[src/rtl/riscv_cpu_pkg.sv]
// Shared LSU types: access-size enum, tracked-transaction record and defaults.
package riscv_cpu_pkg;

  typedef enum logic [1:0] {
    LSU_BYTE   = 2'b00,
    LSU_HALF   = 2'b01,
    LSU_WORD   = 2'b10,
    LSU_DOUBLE = 2'b11
  } lsu_data_type_e;

  // Offset field is sized for the widest (64-bit) bus so one record fits both widths.
  localparam int LSU_OFF_MAX_W = 3;
  localparam int LSU_MAX_OUTSTANDING_DEFAULT = 2;

  typedef struct packed {
    logic                     we;
    lsu_data_type_e           data_type;
    logic                     sign_ext;
    logic [LSU_OFF_MAX_W-1:0] offset;
    logic                     err;
  } lsu_txn_t;

  function automatic logic [3:0] lsu_size_bytes(lsu_data_type_e t);
    return 4'd1 << t;
  endfunction

endpackage

[src/rtl/lsu_txn_fifo.sv]
// In-order tracking FIFO for outstanding LSU bus transactions.
module lsu_txn_fifo
  import riscv_cpu_pkg::*;
#(
  parameter int DEPTH = LSU_MAX_OUTSTANDING_DEFAULT,
  localparam int PTR_W = (DEPTH > 1) ? $clog2(DEPTH) : 1,
  localparam int CNT_W = $clog2(DEPTH) + 1
) (
  input  logic             clk_i,
  input  logic             rst_i,
  input  logic             push,
  input  lsu_txn_t         push_data,
  input  logic             pop,
  output lsu_txn_t         head,
  output logic             full,
  output logic             empty,
  output logic [CNT_W-1:0] count
);

  lsu_txn_t         mem [DEPTH];
  logic [PTR_W-1:0] wr_ptr_reg;
  logic [PTR_W-1:0] rd_ptr_reg;
  logic [CNT_W-1:0] count_reg;
  logic             push_en;
  logic             pop_en;

  assign full    = (count_reg == CNT_W'(DEPTH));
  assign empty   = (count_reg == '0);
  assign count   = count_reg;
  assign push_en = push & ~full;
  assign pop_en  = pop & ~empty;
  assign head    = mem[rd_ptr_reg];

  function automatic logic [PTR_W-1:0] ptr_inc(logic [PTR_W-1:0] p);
    return (p == PTR_W'(DEPTH - 1)) ? '0 : p + PTR_W'(1);
  endfunction

  always_ff @(posedge clk_i) begin
    if (rst_i) begin
      wr_ptr_reg <= '0;
      rd_ptr_reg <= '0;
      count_reg  <= '0;
    end else begin
      if (push_en) wr_ptr_reg <= ptr_inc(wr_ptr_reg);
      if (pop_en)  rd_ptr_reg <= ptr_inc(rd_ptr_reg);
      count_reg <= count_reg + CNT_W'(push_en) - CNT_W'(pop_en);
    end
  end

  always_ff @(posedge clk_i) begin
    if (push_en) mem[wr_ptr_reg] <= push_data;
  end

endmodule

[src/rtl/lsu_pipelined.sv]
// Pipelined req/gnt/rvalid load-store unit with in-order tracking.
// Optional misaligned-access trap enabled by defining LSU_MISALIGN_TRAP_EN.
module lsu_pipelined
  import riscv_cpu_pkg::*;
#(
  parameter int DATA_WIDTH      = 32,
  parameter int ADDR_WIDTH      = 32,
  parameter int MAX_OUTSTANDING = LSU_MAX_OUTSTANDING_DEFAULT,
  localparam int BE_W  = DATA_WIDTH / 8,
  localparam int OFF_W = $clog2(BE_W),
  localparam int CNT_W = $clog2(MAX_OUTSTANDING) + 1
) (
  input  logic                  clk_i,
  input  logic                  rst_i,
  input  logic                  mem_req_i,
  output logic                  mem_gnt_o,
  input  logic                  mem_we_i,
  input  logic [1:0]            mem_data_type_i,
  input  logic                  mem_sign_ext_i,
  input  logic [ADDR_WIDTH-1:0] mem_addr_i,
  input  logic [DATA_WIDTH-1:0] mem_wdata_i,
  output logic                  mem_rvalid_o,
  output logic [DATA_WIDTH-1:0] mem_rdata_o,
  output logic                  mem_err_o,
  output logic                  busy_o,
  output logic                  data_req_o,
  input  logic                  data_gnt_i,
  input  logic                  data_rvalid_i,
  output logic [ADDR_WIDTH-1:0] data_addr_o,
  output logic                  data_we_o,
  output logic [BE_W-1:0]       data_be_o,
  output logic [DATA_WIDTH-1:0] data_wdata_o,
  input  logic [DATA_WIDTH-1:0] data_rdata_i
);

  lsu_data_type_e   req_type;
  logic [OFF_W-1:0] req_off;
  logic [3:0]       req_bytes;
  logic             trap_block;
  logic             trap_accept;
  logic             push;
  logic             pop_en;
  lsu_txn_t         push_data;
  lsu_txn_t         head;
  logic             fifo_full;
  logic             fifo_empty;
  logic [CNT_W-1:0] fifo_count;
  logic [CNT_W-1:0] count_next;

  logic                  rvalid_reg;
  logic [DATA_WIDTH-1:0] rdata_reg;
  logic                  err_reg;
  logic                  busy_reg;

  // A double request on a 32-bit bus is handled as a word.
  always_comb begin
    req_type = lsu_data_type_e'(mem_data_type_i);
    if (DATA_WIDTH == 32 && req_type == LSU_DOUBLE) req_type = LSU_WORD;
  end

  assign req_off   = mem_addr_i[OFF_W-1:0];
  assign req_bytes = lsu_size_bytes(req_type);

`ifdef LSU_MISALIGN_TRAP_EN
  logic misaligned;
  always_comb begin
    misaligned = 1'b0;
    case (req_type)
      LSU_HALF:   misaligned = mem_addr_i[0];
      LSU_WORD:   misaligned = |mem_addr_i[1:0];
      LSU_DOUBLE: misaligned = |mem_addr_i[2:0];
      default:    misaligned = 1'b0;
    endcase
  end
  // Misaligned requests never reach the bus; they wait for a drained FIFO to keep order.
  assign trap_block  = misaligned;
  assign trap_accept = mem_req_i & misaligned & fifo_empty;
`else
  assign trap_block  = 1'b0;
  assign trap_accept = 1'b0;
`endif

  assign data_req_o  = mem_req_i & ~fifo_full & ~trap_block;
  assign push        = data_req_o & data_gnt_i;
  assign mem_gnt_o   = push | trap_accept;
  assign data_addr_o = {mem_addr_i[ADDR_WIDTH-1:OFF_W], {OFF_W{1'b0}}};
  assign data_we_o   = mem_we_i;

  for (genvar gi = 0; gi < BE_W; gi++) begin : g_lane
    assign data_be_o[gi] = (gi >= int'(req_off)) && (gi < int'(req_off) + int'(req_bytes));
    assign data_wdata_o[8*gi +: 8] =
      (req_type == LSU_BYTE) ? mem_wdata_i[7:0] :
      (req_type == LSU_HALF) ? mem_wdata_i[8*(gi%2) +: 8] :
      (req_type == LSU_WORD) ? mem_wdata_i[8*(gi%4) +: 8] :
                               mem_wdata_i[8*gi +: 8];
  end

  always_comb begin
    push_data           = '0;
    push_data.we        = mem_we_i;
    push_data.data_type = req_type;
    push_data.sign_ext  = mem_sign_ext_i;
    push_data.offset    = LSU_OFF_MAX_W'(req_off);
    push_data.err       = 1'b0;
  end

  lsu_txn_fifo #(.DEPTH(MAX_OUTSTANDING)) u_fifo (
    .clk_i     (clk_i),
    .rst_i     (rst_i),
    .push      (push),
    .push_data (push_data),
    .pop       (data_rvalid_i),
    .head      (head),
    .full      (fifo_full),
    .empty     (fifo_empty),
    .count     (fifo_count)
  );

  // Responses with nothing outstanding (e.g. stale beats after reset) are dropped.
  assign pop_en     = data_rvalid_i & ~fifo_empty;
  assign count_next = fifo_count + CNT_W'(push) - CNT_W'(pop_en);

  logic [DATA_WIDTH-1:0] shifted;
  logic [DATA_WIDTH-1:0] load_val;
  logic                  sign_bit;
  int                    rsp_bits;

  assign shifted = data_rdata_i >> {head.offset, 3'b000};

  always_comb begin
    load_val = shifted;
    rsp_bits = 8 << head.data_type;
    case (head.data_type)
      LSU_BYTE: sign_bit = shifted[7];
      LSU_HALF: sign_bit = shifted[15];
      LSU_WORD: sign_bit = shifted[31];
      default:  sign_bit = shifted[DATA_WIDTH-1];
    endcase
    for (int b = 8; b < DATA_WIDTH; b++) begin
      if (b >= rsp_bits) load_val[b] = head.sign_ext & sign_bit;
    end
  end

  always_ff @(posedge clk_i) begin
    if (rst_i) begin
      rvalid_reg <= 1'b0;
      rdata_reg  <= '0;
      err_reg    <= 1'b0;
      busy_reg   <= 1'b0;
    end else begin
      rvalid_reg <= pop_en | trap_accept;
      rdata_reg  <= (pop_en & ~head.we) ? load_val : '0;
      err_reg    <= trap_accept | (pop_en & head.err);
      busy_reg   <= (count_next != '0);
    end
  end

  assign mem_rvalid_o = rvalid_reg;
  assign mem_rdata_o  = rdata_reg;
  assign mem_err_o    = err_reg;
  assign busy_o       = busy_reg;

endmodule

[config.mk]
export PLATFORM = sky130hd
export DESIGN_NAME = lsu_pipelined
export DESIGN_NICKNAME = d
export VERILOG_FILES = /design/src/rtl/riscv_cpu_pkg.sv /design/src/rtl/lsu_txn_fifo.sv /design/src/rtl/lsu_pipelined.sv
export SDC_FILE = /design/constraint.sdc
export NUM_CORES = 1
export LEC_CHECK = 0
export CAP_MARGIN = 20
export CORE_ASPECT_RATIO = 1.1
export CORE_UTILIZATION = 36
export CTS_CLUSTER_DIAMETER = 200
export DETAILED_ROUTE_END_ITERATION = 8
export PLACE_DENSITY = 0.79
export SYNTH_ARGS = -nofsm -noshare
export SYNTH_HDL_FRONTEND = slang
export SYNTH_SLANG_ARGS = --single-unit
export TNS_END_PERCENT = 50
[constraint.sdc]
create_clock -name clk_i -period 3.4 [get_ports clk_i]
set_input_delay 0.68 -clock clk_i [delete_from_list [all_inputs] [get_ports clk_i]]
set_output_delay 0.68 -clock clk_i [all_outputs]
set_load 0.005 [all_outputs]
==> results by group <==
Outcome
  – Outcome: complete, no violations

Hold path
  – HP Class: register to register

STA
  – Fin. Hold Viols: 0
  – Fmax: 307 MHz
  – Skew final: 0.0152 ns
  – Worst-margin pin slew: 1.00 ns
  – Worst slew margin: 33.1%
  – Final worst slack: 0.139 ns
  – Slew Limit Fails: 0
  – Final Cycle Share: 95.9%
  – # setup viols final: 0
  – Tmin final: 3.26 ns
  – RSZ-0062 raised after global routing: no

Detailed routing
  – Wire per inst: 17.6 um
  – Drt drc: 0
  – Initial DRC count: 144
  – Met1 Wirelength: 3620 um
  – Drt pass-1 iters: 5
  – DR WL met3: 1170 um
  – Top Metal Used: met4
  – Number of routed nets with antenna violations: 0
  – Total Wirelength: 10200 um
  – Vias: 3000
  – Wire length on met2: 5130 um
  – Via-to-Cell Ratio: 5.19

Synth
  – Share of synthesized flip-flops with an asynchronous set or reset: 0%
  – Synth cell types: 48
  – Post-synth top flop: dfxtp_1
  – Cells after Synth: 360
  – Seq/Total Area, Yosys: 36.4%
  – Yosys reg bits: 51
  – Post-Syn Area: 0.00313 mm^2
  – EDFF count, synth: 12
  – Mean Syn Cell Area: 8.71 um^2
  – Synth Warn #: 0

Floorplanning
  – I/O Pins: 211
  – Core Region: 0.00841 mm^2
  – Die ar.: 0.00908 mm^2
  – Initial cell density of the core: 37.3%
  – FP Rows: 35
  – Die height: 99.9 um
  – Die W: 91.0 um

Placed design
  – Pre-CTS WS: -0.130 ns
  – Post-DP HPWL: 7960 um
  – Placer Congestion: 0.829
  – Port buffer count: 147

Pwr
  – Switching Fraction: 33.7%
  – Int Pwr: 1.19 mW
  – Clk network pwr share: 18.4%
  – Overall Power: 1.79 mW
  – PwrDens: 397 mW/mm^2
  – Logic pwr share: 42.1%
  – P_sw: 0.603 mW
  – Worst VDD drop: 0.183 mV
  – P_leak: 1.71 nW
  – Seq pwr share: 39.6%

Clock network
  – # clock sinks: 51
  – CTS tree: yes
  – CTS Root Cell: clkbuf_8
  – CTS Buf Count: 5
  – CTS Hold Bufs: 0
  – Clock Pin Slew Worst Setup and Hold Paths: 0.08 ns
  – Skew-Pair Late Insertion Delay: 0.30 ns
  – H-tree Lvls: 2
  – Max clock buf depth: 2

Worst setup path
  – CP startpoint kind: input pin
  – CP Capture Type: output pin
  – WP data required: 2.72 ns
  – Crit path kind: input pin to output pin
  – Crit path DAT: 2.58 ns
  – Crit path max fanout: 3

Global routing
  – Grt total ovfl: 0
  – Initial antenna violation count: 0
  – First-pass GRT wire length: 15300 um
  – Gr usage total: 21.8%
  – Largest net degree at the start of global routing: 25
  – Vias in the first global route: 2895

Cells and area
  – Share of layout cells above drive strength 1: 10.9%
  – Most frequent cells in the layout: clkdlybuf4s50_1 (144), nand2_1 (53), dfxtp_1 (39), a21oi_1 (38), nor2_1 (28)
  – Flip-flop count of the largest register after layout: 32
  – Nets@finish: 577
  – Most common cell after layout, fill and taps aside: clkdlybuf4s50_1
  – P&R area growth vs syn: 44.1%
  – Diodes inserted: 0

Job
  – Max-cap violations: 0
## what timing repair did
| action | 4_1_cts | 5_1_grt |
|---|---|---|
| gates cloned | 0 | 0 |
| resized for setup | 3 | 2 |
| setup buffers | 0 | 0 |
| setup endpoints to repair | 3 | 2 |
## layout make-up
type | instances | area, um^2
clock buffer | 7 | 76.3
multi-input combinational | 245 | 1580
sequential | 51 | 1140
inverter | 4 | 15.0
tap | 111 | 139
clock inverter | 1 | 5.00
timing repair buffer | 159 | 1560
fill | 776 | 3890
## cell families (layout without fill, tap and decap cells)
family                     count (synthesis)  after routing  share of synthesized area, %
xor gates and xnor gates                   5              5                          1.40
AOI/OAI and AO/OA                         92             92                          18.0
muxes                                     35             35                          13.1
DFF                                       51             51                          36.4
and+or+nand+nor                          104            104                          14.7
other                                      1              3                         0.120
adders and majority gates                  6              6                          2.63
buffers and inverters                     66            171                          13.6
## per-stage QoR
stage	setup TNS [ns]	instances	utilization (%)	cell area (um^2)	hold slack, ns
after global placement	-0.268	570	52.7	4430	0.487
after CTS	0	578	53.7	4510	0.529
after floorplan	0	362	-	3140	0.472
after detailed placement	-0.339	570	52.7	4430	0.504
final	0	578	53.7	4520	0.518
after global routing	0	578	53.7	4520	0.556
## critical path, cell delays in order
cell	delay, ns
clkdlybuf4s50_1	0.43
ha_2	0.21
fa_1	0.38
nand3_1	0.09
o21a_1	0.15
nor2_1	0.05
nor2_1	0.08
clkdlybuf4s50_1	0.51
## synth_stat cells (5+ instances only)
| library cell | instances | area [um^2] |
|---|---|---|
| mux2i_1 | 13 | 130 |
| edfxtp_1 | 12 | 360 |
| nand2_1 | 53 | 199 |
| ha_1 | 5 | 62.6 |
| clkbuf_1 | 12 | 45.0 |
| dfxtp_1 | 39 | 781 |
| mux2_2 | 17 | 191 |
| o21ai_0 | 26 | 130 |
| nor2_1 | 28 | 105 |
| buf_4 | 42 | 315 |
| a211oi_1 | 8 | 60.1 |
| buf_2 | 5 | 25.0 |
| a21oi_1 | 38 | 190 |
## power by group through the flow
stage	clock [mW]	combinational, mW	sequential, mW
floorplan	0	0.501	0.705
global placement	0	0.727	0.722
detailed placement	0	0.743	0.724
CTS	0.335	0.750	0.710
global route	0.362	0.832	0.716
finish	0.329	0.753	0.709
## metal layers
| layer | vias to the layer above | track usage [%] |
|---|---|---|
| met5 | - | 0 |
| met4 | 0 | 7.81 |
| met3 | 23 | 7.42 |
| met2 | 209 | 39.2 |
| met1 | 1349 | 23.9 |
| li1 | 1419 | - |
## path summary, 6_finish.rpt
kind / startpoint / end / slack [ns] / cells past startpoint
worst max-delay path: mem_addr_i[0] / data_be_o[1] / 0.14 / 8
worst min-delay path: u_fifo.rd_ptr_reg$_SDFFE_PP0P_ / u_fifo.rd_ptr_reg$_SDFFE_PP0P_ / 0.52 / 2
worst max register to register: register / mem_rdata_o[15]$_SDFF_PP0_ / 0.85 / 5
worst min register to register: u_fifo.rd_ptr_reg$_SDFFE_PP0P_ / u_fifo.rd_ptr_reg$_SDFFE_PP0P_ / 0.52 / 2
(Power assumes the default switching activity.)
